### src/rtl/rolling_stats_if.sv
`default_nettype none
// ============================================================================
// Module      : rolling_stats_if
// Description : Sample/statistics bundle for rolling_stats.
//               master : producer of samples, consumer of statistics
//               slave  : the rolling_stats block itself
//   clear         flush the window (synchronous)
//   price_valid   price carries a new sample this cycle
//   price[7:0]    unsigned sample
//   N_mean[7:0]   floor mean of the last N samples
//   N_sqr_mean    floor mean of squares of the last N samples (16 bits)
//   current_data  newest sample, aligned with the two means
//   stats_valid   one-cycle pulse marking a coherent output set
//   window_full   high while N samples are held
// Revision    : 1.0  initial release
// ============================================================================
interface rolling_stats_if;
    logic        clear;
    logic        price_valid;
    logic [7:0]  price;
    logic [7:0]  N_mean;
    logic [15:0] N_sqr_mean;
    logic [7:0]  current_data;
    logic        stats_valid;
    logic        window_full;

    modport master (
        output clear, price_valid, price,
        input  N_mean, N_sqr_mean, current_data, stats_valid, window_full
    );

    modport slave (
        input  clear, price_valid, price,
        output N_mean, N_sqr_mean, current_data, stats_valid, window_full
    );
endinterface
`default_nettype wire

### src/rtl/rolling_stats.sv
`default_nettype none
// ============================================================================
// Module      : rolling_stats
// Description : Sliding-window mean and mean-of-squares over the last
//               N = 2^WINDOW_LOG2 accepted price samples.
//   clk   rising-edge clock
//   rst   synchronous active-high reset (priority over clear and samples)
//   bus   rolling_stats_if.slave (sample in, statistics out)
// Revision    : 1.0  initial release
// ============================================================================
module rolling_stats #(
    parameter int WINDOW_LOG2 = 3
) (
    input  wire logic         clk,
    input  wire logic         rst,
    rolling_stats_if.slave    bus
);
    localparam int c_N     = 1 << WINDOW_LOG2;
    localparam int c_SUM_W = 8 + WINDOW_LOG2;
    localparam int c_SQ_W  = 16 + WINDOW_LOG2;
    localparam int c_CNT_W = WINDOW_LOG2 + 1;
    localparam logic [c_CNT_W-1:0] c_CNT_LAST = c_CNT_W'(c_N - 1);
    localparam logic [c_CNT_W-1:0] c_CNT_ONE  = c_CNT_W'(1);

    typedef enum logic [0:0] {
        ST_FILLING = 1'b0,
        ST_RUNNING = 1'b1
    } state_t;

    state_t                  r_state;
    state_t                  w_state_nxt;
    logic [c_CNT_W-1:0]      r_count;
    logic [c_CNT_W-1:0]      w_count_nxt;
    logic [WINDOW_LOG2-1:0]  r_wr_ptr;
    logic [7:0]              r_buf [c_N];
    logic [c_SUM_W-1:0]      r_sum;
    logic [c_SQ_W-1:0]       r_sqsum;

    logic                    r_s1_full;
    logic [7:0]              r_s1_price;

    logic [7:0]              r_mean;
    logic [15:0]             r_sqmean;
    logic [7:0]              r_cur;
    logic                    r_stats_valid;

    logic                    w_accept;
    logic [7:0]              w_evicted;
    logic [15:0]             w_sq_new;
    logic [15:0]             w_sq_old;
    logic                    w_full_after;
    logic                    w_emit;

    // A sample presented together with clear is dropped.
    assign w_accept  = bus.price_valid & ~bus.clear;

    // While filling, the slot under the pointer holds stale data from an
    // earlier window, so nothing is subtracted.
    assign w_evicted = (r_state == ST_RUNNING) ? r_buf[r_wr_ptr] : 8'd0;
    assign w_sq_new  = {8'd0, bus.price} * {8'd0, bus.price};
    assign w_sq_old  = {8'd0, w_evicted} * {8'd0, w_evicted};

    // This sample either completes the first full window or slides it.
    assign w_full_after = w_accept &&
                          ((r_state == ST_RUNNING) || (r_count == c_CNT_LAST));

    // Clear kills the sample currently sitting in stage 1.
    assign w_emit = r_s1_full & ~bus.clear;

    // ---------------------------------------------------------------- FSM
    always_ff @(posedge clk) begin
        if (rst) begin
            r_state <= ST_FILLING;
            r_count <= '0;
        end else begin
            r_state <= w_state_nxt;
            r_count <= w_count_nxt;
        end
    end

    always_comb begin
        w_state_nxt = r_state;
        w_count_nxt = r_count;
        if (bus.clear) begin
            w_state_nxt = ST_FILLING;
            w_count_nxt = '0;
        end else if (bus.price_valid && (r_state == ST_FILLING)) begin
            w_count_nxt = r_count + c_CNT_ONE;
            if (r_count == c_CNT_LAST) begin
                w_state_nxt = ST_RUNNING;
            end
        end
    end

    // ---------------------------------------------- sample storage (no reset)
    always_ff @(posedge clk) begin
        if (!rst && w_accept) begin
            r_buf[r_wr_ptr] <= bus.price;
        end
    end

    // ------------------------------------------------ stage 1: running sums
    always_ff @(posedge clk) begin
        if (rst) begin
            r_wr_ptr   <= '0;
            r_sum      <= '0;
            r_sqsum    <= '0;
            r_s1_full  <= 1'b0;
            r_s1_price <= 8'd0;
        end else begin
            r_s1_full <= w_full_after;
            if (bus.clear) begin
                r_wr_ptr <= '0;
                r_sum    <= '0;
                r_sqsum  <= '0;
            end else if (w_accept) begin
                r_wr_ptr   <= r_wr_ptr + 1'b1;
                r_sum      <= r_sum + c_SUM_W'(bus.price) - c_SUM_W'(w_evicted);
                r_sqsum    <= r_sqsum + c_SQ_W'(w_sq_new) - c_SQ_W'(w_sq_old);
                r_s1_price <= bus.price;
            end
        end
    end

    // ------------------------------------------- stage 2: published results
    // Dividing by N is a plain shift; the upper bits are exactly the floor.
    always_ff @(posedge clk) begin
        if (rst) begin
            r_mean        <= 8'd0;
            r_sqmean      <= 16'd0;
            r_cur         <= 8'd0;
            r_stats_valid <= 1'b0;
        end else begin
            r_stats_valid <= w_emit;
            if (w_emit) begin
                r_mean   <= r_sum[c_SUM_W-1:WINDOW_LOG2];
                r_sqmean <= r_sqsum[c_SQ_W-1:WINDOW_LOG2];
                r_cur    <= r_s1_price;
            end
        end
    end

    assign bus.N_mean       = r_mean;
    assign bus.N_sqr_mean   = r_sqmean;
    assign bus.current_data = r_cur;
    assign bus.stats_valid  = r_stats_valid;
    assign bus.window_full  = (r_state == ST_RUNNING);

endmodule
`default_nettype wire

### src/flat_wrapper.sv
// flat-port wrapper written by rule: the top's interface ports become plain ports
module rolling_stats_flat 
#(
    parameter int WINDOW_LOG2 = 3
)
  (clk, rst, bus_clear, bus_price_valid, bus_price, bus_N_mean, bus_N_sqr_mean, bus_current_data, bus_stats_valid, bus_window_full);
  rolling_stats_if bus_i ();
  input  wire logic clk;
  input  wire logic rst;
  input wire logic [$bits(bus_i.clear)-1:0] bus_clear;
  input wire logic [$bits(bus_i.price_valid)-1:0] bus_price_valid;
  input wire logic [$bits(bus_i.price)-1:0] bus_price;
  output wire logic [$bits(bus_i.N_mean)-1:0] bus_N_mean;
  output wire logic [$bits(bus_i.N_sqr_mean)-1:0] bus_N_sqr_mean;
  output wire logic [$bits(bus_i.current_data)-1:0] bus_current_data;
  output wire logic [$bits(bus_i.stats_valid)-1:0] bus_stats_valid;
  output wire logic [$bits(bus_i.window_full)-1:0] bus_window_full;
  assign bus_i.clear = bus_clear;
  assign bus_i.price_valid = bus_price_valid;
  assign bus_i.price = bus_price;
  assign bus_N_mean = bus_i.N_mean;
  assign bus_N_sqr_mean = bus_i.N_sqr_mean;
  assign bus_current_data = bus_i.current_data;
  assign bus_stats_valid = bus_i.stats_valid;
  assign bus_window_full = bus_i.window_full;
  rolling_stats #(.WINDOW_LOG2(WINDOW_LOG2)) u_core (.clk(clk), .rst(rst), .bus(bus_i));
endmodule
### config.mk
export PLATFORM = sky130hd
export DESIGN_NAME = rolling_stats_flat
export DESIGN_NICKNAME = d
export VERILOG_FILES = /design/src/rtl/rolling_stats_if.sv /design/src/rtl/rolling_stats.sv /design/src/flat_wrapper.sv
export SDC_FILE = /design/constraint.sdc
export NUM_CORES = 1
export LEC_CHECK = 0
export CAP_MARGIN = 20
export CORE_ASPECT_RATIO = 1.2
export CORE_MARGIN = 4
export CORE_UTILIZATION = 29
export DETAILED_ROUTE_END_ITERATION = 10
export PLACE_DENSITY = 0.56
export SETUP_SLACK_MARGIN = 0.02
export SYNTH_ARGS = -nofsm -noshare
export SYNTH_HDL_FRONTEND = slang
export SYNTH_SLANG_ARGS = --single-unit
export TNS_END_PERCENT = 1
### constraint.sdc
create_clock -name clk -period 15.57 [get_ports clk]
set_clock_uncertainty 0.1 [all_clocks]
set_input_delay 3.114 -clock clk [delete_from_list [all_inputs] [get_ports clk]]
set_output_delay 3.114 -clock clk [all_outputs]
set_load 0.05 [all_outputs]
======== Yosys cells after proc, flatten, opt, wreduce, memory -nomap -nowiden ========
Memory sizes are Yosys's and may differ from the RTL's. A register that Yosys moved wholly into a read port is not among the register bits.
Index checks and enable logic that the tools add are counted.
word-level totals
  memory bits (writable) .................. 64
  output and inout bits ................... 34
  register bits after elaboration ......... 80
  memories ................................ 1
memory list
  memory        depth  width  read ports  clocked after Yosys merged registers in  wr ports  line                 source
  u_core.r_buf  8      8      1           1                                        1         rolling_stats.sv:35  logic [7:0] r_buf [c_N];
cells by class
  $mul .................................... 2
  mux-type cells .......................... 5
  equal/unequal tests ..................... 1
  bitwise logic cells ..................... 4
  $add $sub $neg .......................... 6
  reductions and logical operators ........ 8
operators with widths
  operator               count
  $mul A8 B8 Y16         2
  $add A19 B16 Y19       1
  $sub A19 B16 Y19       1
  $add A11 B8 Y11        1
  $sub A11 B8 Y11        1
  $mux W8                1
  $mux W3                2
  $add A4 B1 Y4 const B  1
  $eq A4 B3 Y1 const B   1
  $reduce_and A2 Y1      2
  $add A3 B1 Y3 const B  1
  $logic_and A1 B1 Y1    3
  $and A1 B1 Y1          2
  $mux W1                2
  $not A1 Y1             2
  $reduce_or A2 Y1       1
  $logic_not A1 Y1       1
  $logic_or A1 B1 Y1     1

======== Longest topological paths before layout ========
Gate-level depths: netlist (run 1).
  word-level depth ........................ 5
  gate-level depth with buffers ........... 27
  depth with buffers taken out ............ 24

======== Worst setup path before layout (run 1) ========
No wires, ideal clock.
  path kind ............................... input-to-reg
  start point ............................. input port bus_price[5]
  end point ............................... register u_core.r_sqsum[17]
  buffers on the path ..................... 2
  cell stages on the path ................. 19
  path slack .............................. 7460 ps
  arrival ................................. 7877 ps
  cell sequence ........................... clkbuf_1 > inv_1 > nor2_1 > fa_1 > fa_1 > fa_1 > fa_1 > fa_1 > inv_1 > fa_1 > inv_1 > ha_1 > clkbuf_1 > a21oi_1 > o21ai_0 > a221oi_1 > o31ai_1 > xnor2_1 > a21oi_1
on the way
  cells in the longest elaborated chain, start to end .. 3
ends and longest elaborated chain
  item                  line                  source
  start, declared       flat_wrapper.sv:12    input wire logic [$bits(bus_i.price)-1:0] bus_price;
  $mul A8 B8 Y16        rolling_stats.sv:60   assign w_sq_new = {8'd0, bus.price} * {8'd0, bus.price};
  $add A19 B16 Y19      rolling_stats.sv:119  r_sqsum <= r_sqsum + c_SQ_W'(w_sq_new) - c_SQ_W'(w_sq_old);
  $sub A19 B16 Y19      rolling_stats.sv:119
  end signal, assigned  rolling_stats.sv:119
  end, declared         rolling_stats.sv:37   logic [c_SQ_W-1:0] r_sqsum;
No other way between the ends.
A chain may end at the register's enable or synchronous reset.

======== Worst setup path after layout (run 1) ========
  start point ............................. input port bus_price[1]
  end point ............................... register u_core.r_sqsum[18]
Same word-level chain as after synthesis.

==> results of run 1 <==
-- final cells by class --
class | count | area (um2)
fill | 3568 | 23800
clock inverter | 8 | 83.8
timing repair buffer | 61 | 556
inverter | 183 | 692
multi-input combinational | 667 | 6170
tap | 468 | 586
clock buffer | 24 | 528
sequential | 147 | 3580
-- sequential cells by signal, indices dropped and copies added, names as in the netlist, named ones only --
name and count:
u_core.r_wr_ptr 3, u_core.r_sqsum 19, u_core.bus.N_mean 8, u_core.r_s1_full 1, u_core.bus.N_sqr_mean 16, u_core.r_sum 11
u_core.r_s1_price 8, u_core.r_count 4, u_core.bus.current_data 8, u_core.bus.stats_valid 1, u_core.bus.window_full 1, u_core.r_buf 64
-- power by group through the flow --
stage | clock network [mW] | registers, mW | logic [mW]
CTS | 0.428 | 0.430 | 1.18
floorplan | 0 | 0.432 | 0.928
global route | 0.446 | 0.432 | 1.36
global placement | 0 | 0.438 | 1.17
detailed placement | 0 | 0.438 | 1.18
finish | 0.418 | 0.430 | 1.19
-- worst max path at each step --
stage / start / endpoint / depth (start not counted)
CTS: bus_price[4] / u_core.r_sqsum[18]$_SDFFE_PP0P_ / 18
finish: bus_price[1] / u_core.r_sqsum[18]$_SDFFE_PP0P_ / 18
global placement: bus_price[4] / u_core.r_sqsum[18]$_SDFFE_PP0P_ / 18
global route: bus_price[4] / u_core.r_sqsum[17]$_SDFFE_PP0P_ / 18
detailed placement: bus_price[4] / u_core.r_sqsum[18]$_SDFFE_PP0P_ / 18
floorplan: bus_price[5] / u_core.r_sqsum[17]$_SDFFE_PP0P_ / 19
-- cells in the final DEF, fill, tap and decap left out, types with 5 or more instances in the layout --
cell / Yosys / layout
a211oi_1: 6 / 6
a21o_1: 7 / 7
a21oi_1: 65 / 65
a31oi_1: 5 / 5
and2_1: 15 / 15
and3_1: 5 / 5
buf_4: 0 / 14
clkbuf_16: 0 / 20
clkdlybuf4s50_1: 0 / 43
dfxtp_1: 83 / 83
edfxtp_1: 64 / 64
fa_1: 102 / 102
ha_1: 84 / 84
inv_1: 182 / 182
mux2_2: 5 / 5
mux2i_1: 22 / 22
mux4_1: 15 / 15
nand2_1: 131 / 131
nand2b_1: 12 / 12
nand3_1: 8 / 8
nor2_1: 53 / 53
nor2b_1: 10 / 9
o21ai_0: 23 / 23
xnor2_1: 18 / 18
xor2_1: 18 / 18
-- worst register-to-register path: cells and delay by family, from the launching register on --
family	cells	cell delay, ps
compound gates	5	1060
xor+xnor	1	140
fa+ha+maj	7	3280
buf+inv	4	520
flops	1	940
mux	2	950
simple gates	2	520
-- kinds of logic after synthesis --
kind of cell	share of synthesized area
and+or+nand+nor	0.114
buffers and inverters	0.0837
adders and majority gates	0.291
DFF	0.337
AOI/OAI and AO/OA	0.0749
muxes	0.0653
xor gates and xnor gates	0.0327
other	0.000353
-- per-layer routing --
metal,GRT usage,vias up,part of all wire
li1,-,3446,-
met1,0.155,3509,0.41
met2,0.244,83,0.52
met3,0.0270,41,0.030
met4,0.0556,0,0.038
met5,0,-,0
-- per-stage QoR --
stage / std cells / hold WS (ps)
after floorplan: 1040 / 332
after global placement: 1524 / 345
after detailed placement: 1526 / 347
after CTS: 1558 / 358
after global routing: 1558 / 375
final: 1558 / 355
==> results by group, run 1 <==
Run status
  • Status: complete, no violations

GRT
  • Initial antenna violation count: 0
  • Vias in the first global route: 7633
  • GRT Util Overall: 0.135
  • First-pass GRT wire length: 41200 um
  • Overflow after GRT: 0
  • Largest net degree at the start of global routing: 50

Critical path
  • Crit. End Element: register
  • Reg2reg end: u_core.r_sqsum[17]$_SDFFE_PP0P_
  • Crit-path most repeated cell: fa_1
  • Type of origin of the critical path: input port
  • Critical path peak fanout: 16
  • Worst Path Buf+Inv: 4
  • Slowest cell on the critical path: clkdlybuf4s50_1
  • Worst R2R Setup Slack: 8000 ps
  • Crit path required time: 15800 ps
  • Critical Path AT: 9130 ps
  • R2R cell count: 21
  • CP cell instances: clkdlybuf4s50_1, nand2_1, fa_1, inv_1, fa_1, fa_1, fa_1, fa_1, inv_1, fa_1, inv_1, ha_1, a21oi_1, nor2b_1, nand2_1, a311oi_1, mux2i_1, nor2_1
  • Critical path type: in -> reg
  • CP delay by family, top: adder cells
  • CP max stage delay: 1100 ps

Synthesis
  • Most numerous cell in the Yosys netlist: inv_1
  • Post-Syn Area: between 10000 and 15000 um2
  • Post-synthesis sequential area ratio: 0.337
  • Top-area cell type share of the netlist area: 0.192
  • Synth area leaders: fa_1 19%, edfxtp_1 18%, dfxtp_1 16%, ha_1 9.9%, inv_1 6.4%
  • Yosys warns: 0
  • Synth area leader: fa_1
  • Mapped Cells: 1040
  • Async SR Flop Fraction: 0
  • Netlist cell types: 65
  • Mapped Avg Cell Area: 10.2 um2
  • Synth Flop Type: dfxtp_1
  • Synth Net Count: approximately 1200
  • #FFs+latches synth: about 150
  • Synth top cells by count: 182 x inv_1, 131 x nand2_1, 102 x fa_1
  • EDFF count, synth: 64

CTS
  • Post-CTS Setup Bufs: 0
  • Clock Sinks: 147
  • Post-CTS resize count: 0
  • Reg clk slew, reported paths: around 60 ps
  • Post-CTS Hold Buffers: 0
  • CTS Buf Count: 17
  • CTS tree: built
  • CTS root buf: clkbuf_16
  • Longest Clk Path Bufs: 2
  • Worst-Skew Late Latency: 440 ps
  • Htree depth: 4

Drt
  • Residual DRC: 0
  • 1st-iter DRT viols: 381
  • Via Count: approximately 7000
  • Vias per std cell: 4.54
  • TritonRoute pass-1 iters: 4
  • Routed wire length: 25500 um
  • Routed Antenna Nets: 0
  • Wirelength per Cell: between 15 and 20 um

Floorplan
  • Die Y: 218 um
  • Die ar.: between 30000 and 40000 um2
  • Area of the core: 36000 um2
  • Rows: 76
  • Die width: 183 um
  • Initial core utilization: 0.295
  • I/O pins: 46

STA
  • Post-layout min period: 8900 ps
  • Setup ws final: 6670 ps
  • Final Max Slew Viols: 0
  • Worst Tran Pin Value: 964 ps
  • Slew HR: 0.355
  • Final Cycle Share: 0.571
  • Final Hold Fails: 0
  • Unrepaired setup endpoints after global routing: no
  • FMAX: approximately 110 MHz
  • Final setup vio count: 0
  • Setup TNS: 0 ps

Place
  • Worst slack, placed: 6180 ps
  • Number of I/O port buffers: 45
  • Placement Cell Area: approximately 12000 um2
  • Final GP Congestion: between 0.8 and 0.9
  • Post-DP HPWL: approximately 19000 um

Pwr
  • Maximum vdd drop: 0.134 mV
  • Power Total: 2.04 mW
  • P_sw: 872 uW
  • Leak: 5.10 nW
  • Pwr/cell area: 167 nW/um2
  • Reg power frac: 0.211
  • Internal Power: 1.17 mW
  • Clock power share: 0.205
  • Net Sw Frac: 0.428
  • Logic gate share of total power: 0.584

Layout
  • Diodes inserted: 0
  • Final core utilization: 0.339
  • NumNets Final: 1275
  • Cell area after layout: 12200 um2
  • Layout cell share with drive strength beyond 1: 0.0679
  • Layout area overhead: 14.9%

Min path
  • Worst min path class: reg -> reg
  • Hold endpoint: u_core.bus.current_data[5]$_SDFFE_PP0P_
  • Hold_sp: u_core.bus.current_data[5]$_SDFFE_PP0P_
  • Hold Path Stages: 2

Run
  • Max cap viols: 0
(Power assumes the default switching activity.)
==> inputs of run 2 (changes only) <==
Clock period 15.57 ns to 9.3 ns, I/O delays scaled along.
==> results by group, run 2 (same netlist as run 1, synthesis figures left out) <==
Run status
  • Status: complete, no violations (unchanged)

STA
  • Final Hold Fails: 0 (unchanged)
  • Unrepaired setup endpoints after global routing: no (unchanged)
  • Slew HR: 0.360 (was 0.355)
  • Worst Tran Pin Value: 957 ps (was 964 ps)
  • FMAX: 131 MHz
  • Final setup vio count: 0 (unchanged)
  • Setup TNS: 0 ps (unchanged)
  • Final Max Slew Viols: 0 (unchanged)
  • Final Cycle Share: 0.822
  • Post-layout min period: 7650 ps

CTS
  • CTS root buf: clkbuf_16 (unchanged)
  • Htree depth: 4 (unchanged)
  • Post-CTS resize count: 0 (unchanged)
  • Clock Sinks: 147 (unchanged)
  • Worst-Skew Late Latency: 430 ps (was 440 ps)
  • CTS tree: built (unchanged)
  • CTS Buf Count: 17 (unchanged)
  • Longest Clk Path Bufs: 2 (unchanged)
  • Post-CTS Setup Bufs: 0 (unchanged)
  • Post-CTS Hold Buffers: 0 (unchanged)
  • Reg clk slew, reported paths: 60 ps (about the same)

Floorplan
  • Die Y: 218 um (unchanged)
  • Rows: 76 (unchanged)
  • I/O pins: 46 (unchanged)
  • Area of the core: 36000 um2 (unchanged)
  • Die width: 183 um (unchanged)
  • Initial core utilization: 0.295 (unchanged)
  • Die ar.: 39800 um2 (unchanged)

Critical path
  • Crit. End Element: register (unchanged)
  • Critical path peak fanout: 16 (unchanged)
  • Crit path required time: 9530 ps (was 15800 ps)
  • Critical Path AT: 7880 ps (was 9130 ps)
  • Type of origin of the critical path: register (was input port)
  • Critical path type: reg -> reg (was in -> reg)

GRT
  • Largest net degree at the start of global routing: 53 (was 50)
  • GRT Util Overall: 0.134 (was 0.135)
  • First-pass GRT wire length: 41100 um (was 41200 um)
  • Vias in the first global route: 7618 (was 7633)
  • Overflow after GRT: 0 (unchanged)
  • Initial antenna violation count: 0 (unchanged)

Pwr
  • Reg power frac: 0.213 (was 0.211)
  • Leak: 5.13 nW (was 5.10 nW)
  • Net Sw Frac: 0.425 (was 0.428)
  • P_sw: 1.44 mW (was 872 uW)
  • Logic gate share of total power: 0.582 (was 0.584)
  • Maximum vdd drop: 0.216 mV (was 0.134 mV)
  • Internal Power: 1.94 mW (was 1.17 mW)
  • Pwr/cell area: 276 nW/um2 (was 167 nW/um2)
  • Clock power share: 0.205 (about the same)

Layout
  • Final core utilization: 0.339 (about the same)
  • Area of the multi-input gates: 6160 um2 (was 6170 um2)
  • NumNets Final: 1281 (was 1275)
  • Diodes inserted: 0 (unchanged)
  • Commonest non-fill, non-tap cells in the layout: 182 x inv_1, 131 x nand2_1, 102 x fa_1 (unchanged)
  • Post-route insts no fill: 1564 (was 1558)
  • Layout area overhead: 15.2% (was 14.9%)
  • Commonest non-fill, non-tap cell in the layout: inv_1 (unchanged)
  • # fillers: 3540 (was 3568)
  • Max reg flops: 64 (unchanged)
  • Register area: 3580 um2 (unchanged)
  • Largest Register: u_core.r_buf (unchanged)
  • Layout cell share with drive strength beyond 1: 0.0712 (was 0.0679)

Drt
  • Vias per std cell: 4.61 (was 4.54)
  • Routed wire length: 25300 um (was 25500 um)
  • Residual DRC: 0 (unchanged)
  • Routed Antenna Nets: 0 (unchanged)
  • Via Count: 7210 (was 7079)
  • Wirelength per Cell: 16.1 um (was 16.3 um)
  • TritonRoute pass-1 iters: 5 (was 4)
  • 1st-iter DRT viols: 356 (was 381)

Place
  • Number of I/O port buffers: 45 (unchanged)
  • Placed Cells: 1532 (was 1526)
  • Final GP Congestion: 0.869 (was 0.844)
  • Post-DP HPWL: 19500 um (was 19100 um)

Min path
  • Worst min path class: reg -> reg (unchanged)

Run
  • Max cap viols: 0 (unchanged)
-- run 2: cell count changes in the layout (fill, tap and decap cells not counted), sizes merged --
cell    before  now
clkinv       3    6
clkbuf      24   23
buf         18   24
inv        185  183
-- run 2: final timing paths --
kind,start,to,slack (ps),cells after the start
worst min-delay path,u_core.r_s1_price[5]$_SDFFE_PP0P_,u_core.bus.current_data[5]$_SDFFE_PP0P_,350,2
worst max register to register,register,u_core.r_sqsum[18]$_SDFFE_PP0P_,1650,22
worst max-delay path,register,u_core.r_sqsum[18]$_SDFFE_PP0P_,1650,22
worst min register to register,u_core.r_s1_price[5]$_SDFFE_PP0P_,u_core.bus.current_data[5]$_SDFFE_PP0P_,350,2
-- run 2: metal layers --
layer	vias up	global-route usage	wire [um]
met1	3593	0.155	10200
met5	-	0	0
met3	36	0.0257	863
met4	0	0.0480	768
met2	116	0.246	13400
li1	3465	-	-
-- run 2: layout make-up --
type,instances,share of cell area
Multi-Input combinational cell,667,0.504
Sequential cell,147,0.293
Inverter,183,0.0566
Timing Repair Buffer,67,0.0495
Tap cell,468,0.0479
Clock buffer,23,0.0420
Clock inverter,9,0.00736
-- run 2: critical path, stage by stage (launching register included) --
cell and delay [ps]:
dfxtp_1 940, mux4_1 650, mux2_2 300, nand2_1 420
inv_1 200, nand2_1 160, inv_1 80, fa_1 530
inv_1 50, fa_1 480, fa_1 580, fa_1 440
fa_1 500, inv_1 60, fa_1 530, inv_1 40
ha_1 340, a21oi_1 180, nor2b_1 220, nand2_1 130
a311oi_1 320, mux2i_1 220, nor2_1 60
-- run 2: stage by stage --
step | instance area (um2) | setup WS [ps] | hold slack, ps | power [mW]
finish | 12200 | 1650 | 350 | 3.38
global route | 12200 | 1200 | 375 | 3.72
CTS | 12200 | 1580 | 357 | 3.40
detailed placement | 11600 | 1310 | 348 | 2.69
global placement | 11600 | 1340 | 347 | 2.69
floorplan | 10600 | 2440 | 332 | 2.28
-- run 2: power groups by stage --
stage               registers (mW)  logic (mW)  clock network [mW]
global route                 0.723        2.26               0.735
global placement             0.735        1.95                   0
detailed placement           0.734        1.95                   0
floorplan                    0.724        1.55                   0
CTS                          0.720        1.97               0.707
finish                       0.720        1.96               0.691
